$ cat src/rtl/cpu_sequencer.sv
// cpu_sequencer: fetches 17-bit instructions (op + signed arg), expands them
// into execution cycles and drives the signal-strength datapath with
// per-cycle execute, X-update and sample strobes plus CRT beam coordinates.
module cpu_sequencer #(
    parameter int ADDR_W       = 12,
    parameter int CYC_W        = 16,
    parameter int FIRST_SAMPLE = 20,
    parameter int SAMPLE_STEP  = 40,
    parameter int NUM_SAMPLES  = 6,
    parameter int MAX_CYCLES   = 240,
    parameter int CRT_W        = 40,
    parameter int CRT_H        = 6
) (
    input  logic              CLK,
    input  logic              RST,
    input  logic              start,
    input  logic [ADDR_W-1:0] prog_len,
    output logic              imem_req,
    output logic [ADDR_W-1:0] imem_addr,
    input  logic              imem_valid,
    input  logic [16:0]       imem_data,
    output logic              exec_en,
    output logic [CYC_W-1:0]  cycle,
    output logic              x_add_en,
    output logic [15:0]       x_arg,
    output logic              sample_en,
    output logic [CYC_W-1:0]  sample_weight,
    output logic [5:0]        beam_col,
    output logic [2:0]        beam_row,
    output logic              busy,
    output logic              done
);

    localparam int SMP_W = $clog2(NUM_SAMPLES + 1);

    typedef enum logic [2:0] {
        S_IDLE,
        S_FETCH,
        S_EXEC1,
        S_EXEC2,
        S_DONE
    } state_t;

    state_t            state;
    logic [ADDR_W-1:0] pc;
    logic [ADDR_W-1:0] len;
    logic              instr_op;
    logic [15:0]       instr_arg;
    logic [CYC_W-1:0]  next_sample;
    logic [SMP_W-1:0]  samples;

    logic [CYC_W-1:0]  cycle_nxt;
    logic              sample_hit;
    logic              cap_hit;
    logic              issue;
    logic [5:0]        col_nxt;
    logic [2:0]        row_nxt;

    // Next-cycle arithmetic: saturating cycle count, sample match, cap, beam advance
    always_comb begin
        cycle_nxt  = (cycle == '1) ? cycle : cycle + CYC_W'(1);
        sample_hit = (samples < SMP_W'(NUM_SAMPLES)) && (cycle_nxt == next_sample);
        cap_hit    = (cycle >= CYC_W'(MAX_CYCLES));
        // An execution cycle starts on fetch completion or on an addx continuing past EXEC1
        issue      = ((state == S_FETCH) && imem_req && imem_valid) ||
                     ((state == S_EXEC1) && instr_op && !cap_hit);
        col_nxt    = beam_col + 6'd1;
        row_nxt    = beam_row;
        if (beam_col == 6'(CRT_W - 1)) begin
            col_nxt = '0;
            row_nxt = (beam_row == 3'(CRT_H - 1)) ? '0 : beam_row + 3'd1;
        end
    end

    // Sequencer FSM with registered strobes and datapath controls
    always_ff @(posedge CLK) begin
        if (RST) begin
            state         <= S_IDLE;
            pc            <= '0;
            len           <= '0;
            instr_op      <= 1'b0;
            instr_arg     <= '0;
            next_sample   <= '0;
            samples       <= '0;
            imem_req      <= 1'b0;
            imem_addr     <= '0;
            exec_en       <= 1'b0;
            cycle         <= '0;
            x_add_en      <= 1'b0;
            x_arg         <= '0;
            sample_en     <= 1'b0;
            sample_weight <= '0;
            beam_col      <= '0;
            beam_row      <= '0;
            busy          <= 1'b0;
            done          <= 1'b0;
        end else begin
            exec_en       <= 1'b0;
            x_add_en      <= 1'b0;
            x_arg         <= '0;
            sample_en     <= 1'b0;
            sample_weight <= '0;

            case (state)
                S_IDLE, S_DONE: begin
                    if (start) begin
                        pc          <= '0;
                        cycle       <= '0;
                        next_sample <= CYC_W'(FIRST_SAMPLE);
                        samples     <= '0;
                        beam_col    <= '0;
                        beam_row    <= '0;
                        done        <= 1'b0;
                        busy        <= 1'b1;
                        len         <= prog_len;
                        state       <= S_FETCH;
                    end
                end

                S_FETCH: begin
                    if (!imem_req) begin
                        if (pc >= len) begin
                            busy  <= 1'b0;
                            done  <= 1'b1;
                            state <= S_DONE;
                        end else begin
                            imem_req  <= 1'b1;
                            imem_addr <= pc;
                        end
                    end else if (imem_valid) begin
                        imem_req  <= 1'b0;
                        instr_op  <= imem_data[16];
                        instr_arg <= imem_data[15:0];
                        state     <= S_EXEC1;
                    end
                end

                S_EXEC1: begin
                    beam_col <= col_nxt;
                    beam_row <= row_nxt;
                    if (cap_hit) begin
                        busy  <= 1'b0;
                        done  <= 1'b1;
                        state <= S_DONE;
                    end else if (instr_op) begin
                        x_add_en <= 1'b1;
                        x_arg    <= instr_arg;
                        state    <= S_EXEC2;
                    end else begin
                        pc    <= pc + ADDR_W'(1);
                        state <= S_FETCH;
                    end
                end

                S_EXEC2: begin
                    beam_col <= col_nxt;
                    beam_row <= row_nxt;
                    pc       <= pc + ADDR_W'(1);
                    if (cap_hit) begin
                        busy  <= 1'b0;
                        done  <= 1'b1;
                        state <= S_DONE;
                    end else begin
                        state <= S_FETCH;
                    end
                end

                default: state <= S_IDLE;
            endcase

            // Shared execution-cycle entry: strobe, count and sample check
            if (issue) begin
                exec_en <= 1'b1;
                cycle   <= cycle_nxt;
                if (sample_hit) begin
                    sample_en     <= 1'b1;
                    sample_weight <= cycle_nxt;
                    next_sample   <= next_sample + CYC_W'(SAMPLE_STEP);
                    samples       <= samples + SMP_W'(1);
                end
            end
        end
    end

endmodule

$ cat config.mk
export PLATFORM = sky130hd
export DESIGN_NAME = cpu_sequencer
export DESIGN_NICKNAME = d
export VERILOG_FILES = /design/src/rtl/cpu_sequencer.sv
export SDC_FILE = /design/constraint.sdc
export NUM_CORES = 1
export LEC_CHECK = 0
export CORE_MARGIN = 1.5
export CORE_UTILIZATION = 40
export CTS_BUF_LIST = sky130_fd_sc_hd__clkbuf_2
export CTS_CLUSTER_DIAMETER = 30
export DETAILED_ROUTE_END_ITERATION = 16
export PLACE_DENSITY = 0.72
export SYNTH_ARGS = -nofsm -noshare
export SYNTH_HDL_FRONTEND = slang
export SYNTH_SLANG_ARGS = --single-unit
$ cat constraint.sdc
create_clock -name CLK -period 3.6 [get_ports CLK]
set_input_delay 0.72 -clock CLK [delete_from_list [all_inputs] [get_ports CLK]]
set_output_delay 0.72 -clock CLK [all_outputs]
set_load 0.03 [all_outputs]
; ---- Word level (Yosys, flattened, before mapping)
; Index checks and enable logic that the tools add are counted.
[word_totals]
reg_bits = 138
input_bits = 33
[classes]
bitwise_logic = 6
n_reduce_logical = 28
muxes = 47
addsub = 6
n_lt_le_gt_ge = 3
eq_ne = 17
[ops]
columns = operator, count
row1 = two-way mux 16 bit, 8
row2 = two-way mux 3 bit, 13
row3 = two-way mux 12 bit, 3
row4 = case mux 12 bit (3 select lines), 1
row5 = adder 16 x 1 -> 16 bit (second input constant), 1
row6 = adder 16 x 6 -> 16 bit (second input constant), 1
row7 = == test 16 bit, 1
row8 = == test 16 bit (second input constant), 1
row9 = greater-or-equal comparator 16 x 8 -> 1 bit (second input constant), 1
row10 = two-way mux 1 bit, 14
row11 = adder 12 x 1 -> 12 bit (second input constant), 1
row12 = greater-or-equal comparator 12 bit, 1
row13 = two-way mux 6 bit, 2
row14 = case mux 3 bit (4 select lines), 1
row15 = case mux 6 bit (2 select lines), 1
row16 = AND reduction 3 bit, 4
row17 = inequality test 2 bit (second input constant), 4
row18 = adder 3 x 1 -> 3 bit (second input constant), 2
row19 = adder 6 x 1 -> 6 bit (second input constant), 1
row20 = == test 3 x 2 -> 1 bit (second input constant), 2
row21 = == test 3 bit (second input constant), 2
row22 = == test 6 bit (second input constant), 1
row23 = inequality test 2 x 1 -> 1 bit (second input constant), 3
row24 = NOT 1 bit, 6
row25 = other kinds (19), 32

; ---- Longest topological paths before layout
[depth]
word_depth = 6
mapped_depth = 12
depth_no_buf = 10

; ---- Worst setup path before layout
; OpenSTA, ideal clock, no wires.
[synth_timing]
kind = register to register
startpoint = register cycle[1]
endpoint = register next_sample[13]
t_arrival_ns = 3.110
synth_period_minus_slack_ns = 3.230
path_stages_with_launch = 11
n_path_buf = 1
required_time_ns = 3.480
slack_ns = 0.370
cell_sequence = dfxtp_1 ha_1 nand3_4 nor4_4 nor3b_1 or3_1 nor4_2 nand4_2 nor2b_4 buf_6 a211o_1
[synth_via]
elab_chain_cells = 6
elab_cells_between_ends = 11
cone_classes = add/sub: 1 / order compare: 1 / eq/ne: 2 / mux: 3 / reduce/logical: 4
[synth_rtl]
columns = element, line
row1 = from (decl), 23  ; output logic [CYC_W-1:0] cycle,
row2 = from (signal assigned), 174  ; cycle <= cycle_nxt;
row3 = adder 16 x 1 -> 16 bit / == test 16 bit (equally long branches), 61  ; cycle_nxt = (cycle == '1) ? cycle : cycle + CYC_W'(1);
row4 = two-way mux 16 bit, 61
row5 = == test 16 bit, 62  ; sample_hit = (samples < SMP_W'(NUM_SAMPLES)) && (cycle_nxt == next_sample);
row6 = logical AND 1 bit, 62
row7 = two-way mux 16 bit, 175  ; if (sample_hit) begin
row8 = two-way mux 16 bit (*), 172  ; if (issue) begin
row9 = to (signal assigned), 109  ; next_sample <= CYC_W'(FIRST_SAMPLE);
row10 = to (signal assigned), 178  ; next_sample <= next_sample + CYC_W'(SAMPLE_STEP);
row11 = to (decl), 49  ; logic [CYC_W-1:0] next_sample;
; Every way passes the cells marked *; elsewhere a longest branch is shown, timed or not.
; A chain may end at the register's enable or synchronous reset.

; ---- Worst setup path after layout
[layout_timing]
startpoint = register cycle[1]
endpoint = register next_sample[12]
; The elaborated chain is that of the path after synthesis.

==> qor.yml <==
die:
  core_mm2: 0.01647
  dieHeight_um: 132.5
  die-area_mm2: 0.01756
  die_width_um: 132.5
  pin_count: 108
  initial_core_util_pct: 40.76
  rows: 47
finish:
  utilization_pct: 50.62
  drive_gt1_share_pct: 10.66
  seq_area_mm2: 0.002763
  syn_to_final_growth_pct: 24.18
  fillers: 1615
  fin_cells: 1150
  nNetsFinal: 967
  multiInputGateArea_mm2: 0.003633
synthesis:
  ys_async_sr_fraction_pct: 0
  synth_warnings: 0
  synth_edf_count: 0
  syn-instance-count: 809
  ys_seq_elements: 138
  syn_avg_cell_area_um2: 8.296
  netlist_area_mm2: 0.006711
  synth_area_leader_cell: "dfxtp_1"
  synth_area_leaders: "dfxtp_1 41%, a21oi_1 6.0%, nand2_1 5.3%"
  yosys.cell_types.count: 67
  synth_ff_type: "dfxtp_1"
  synthTopCellsByCount: "138 x dfxtp_1, 94 x nand2_1, 86 x nor2_1"
  synth_fp_nets: 860
  yosysMostFrequentCell: "dfxtp_1"
  synth_top_area_share_pct: 41.16
  yosysSeqAreaShare_pct: 41.16
timing:
  final_max_slew_viol_count: 0
  max_freq_mhz: 301.9
  finalCritPeriodShare_pct: 92.02
  slew_headroom_pct: 47.01
  period_needed_ns: 3.313
  finalSetupViolations: 0
  setup_tns_ns: 0
  hold_ws_ns: 0.4502
  finalHoldViolCount: 0
  worstMarginPinSlew_ns: 0.7948
  worst_slack_ns: 0.2871
  final.setup_skew_ns: 0.02982
clocking:
  ctsRootBufferMaster: "clkbuf_2"
  cts_hold_buffers: 0
  cts_buffers: 17
  clk_latency_ns: 0.73
  cts.htree.levels: 4
  clock-sinks: 138
  clk_path_buf_depth: 2
  cts_tree: "built"
  clk_pin_slew_ns: 0.19
global_route:
  grt_max_degree: 43
  overflow: 0
  track_usage_pct: 19.97
  grt_pass1_wl_um: 27930
  antenna_found_initial: 1
  grt_pass1_vias: 5529
critical_path:
  path_max_fanout: 13
  worstPathArrival_ns: 3.92
  required_ns: 4.21
  crit_type: "register to register"
  r2r_slack_ns: 0.29
  endpoint_kind: "register"
  startpoint_type: "register"
power_and_ir_drop:
  p_sw_w: 0.0007880
  seq_power_share_pct: 56.8
  p_int_w: 0.002000
  power_frac_clock_pct: 32.5
  power_density_mw_per_mm2: 334.5
  p_leak_nw: 3.020
  combPwrFrac_pct: 10.7
  ir_drop_mv: 0.1626
  switching_share_pct: 28.27
placement:
  numPortBuffers: 107
  pre_cts_ws_ns: 0.3258
  place_hpwl_um: 12700
  place_inst: 1115
  gp_congestion: 0.9506
detailed_routing:
  wl_per_cell_um: 15.21
  vias: 6124
  drtIter0Drc: 361
  drc: 0
  avgViaCountPerCell: 5.325
  final_antenna_net_count: 0
  drtPass1Iterations: 5
  wirelength_um: 17490
min_path:
  hp-class: "register to register"
run:
  maxCapViolCount: 0
outcome:
  outcome: "finished, final reports clean"
[final timing paths]
kind | from | end | depth (start not counted)
max | cycle[1] | next_sample[12] | 10
min | next_sample[0] | next_sample[0] | 2
max reg2reg | cycle[1] | next_sample[12] | 10
min reg2reg | next_sample[0] | next_sample[0] | 2
[metrics by stage]
step / total power [W] / cell area (um^2)
final: 0.002788 / 8334
after global routing: 0.002928 / 8334
after CTS: 0.002822 / 8300
after detailed placement: 0.001912 / 8066
after global placement: 0.001910 / 8066
after floorplan: 0.001799 / 6711
[timing repair]
action | 4_1_cts | 5_1_grt
buffers inserted | 0 | 2
endpoints found under the setup margin | 0 | 4
resized for setup | 0 | 3
[cells in the final DEF (no fill, tap or decap), drive strengths merged, types with 18 or more instances in the layout]
cell           Yosys  routed
ha                18      18
nand2             94      94
buf               15      36
nand4             19      19
a21oi             80      80
dfxtp            138     138
nand3             38      38
nor3              18      18
nor2              86      86
inv               26      29
and2              21      21
clkdlybuf4s50      0     106
[routing by layer]
metal  track usage, %  vias up  wire [um]
li1                 -     3075          -
met1            26.61     2841       8311
met2            31.41      180       7849
met3            5.096       28        951
met4            6.960        0        375
met5                0        -          0
[flip-flops by register name, summed over array words and instances (netlist names)]
name / cells
beam_row: 3
cycle: 16
pc: 12
exec_en: 1
busy: 1
sample_en: 1
x_add_en: 1
done: 1
imem_req: 1
instr_arg: 16
x_arg: 16
len: 12
samples: 3
state: 3
instr_op: 1
next_sample: 16
sample_weight: 16
beam_col: 6
imem_addr: 12
[cell type report]
class	instances	share of cell area (%)
Timing Repair Buffer	142	15.94
Clock buffer	17	1.021
Sequential cell	138	33.15
Inverter	26	1.171
Tap cell	220	3.303
Antenna cell	1	0.03003
Clock inverter	15	1.787
Multi-Input combinational cell	591	43.60
[critical path, cell delays in order (launching register included)]
cell and delay (ns):
dfxtp_1 0.51, ha_1 0.38, nand3_4 0.22, nor4_4 0.44
buf_4 0.18, mux2i_1 0.25, o211ai_1 0.15, nor4_2 0.27
nand4_2 0.27, nor2b_4 0.25, a211o_1 0.30
[power by group through the flow]
stage	logic (W)	registers (W)	clock network (W)
4_1_cts	0.000299	0.00158	0.000940
3_3_place_gp	0.000297	0.00161	0
2_1_floorplan	0.000184	0.00162	0
3_5_place_dp	0.000298	0.00161	0
6_report	0.000298	0.00158	0.000907
5_1_grt	0.000331	0.00159	0.00101
[cell families (layout without fill, tap and decap cells)]
logic type	count (synthesis)	after routing	synth area share, %
compound gates	192	192	19.15
xor+xnor	28	28	3.654
fa+ha+maj	18	18	3.356
buf+inv	80	200	5.015
flops	138	138	41.16
mux	8	8	1.230
other cells	0	1	0
simple gates	345	345	26.44
Power figures use the tool's default switching activity.
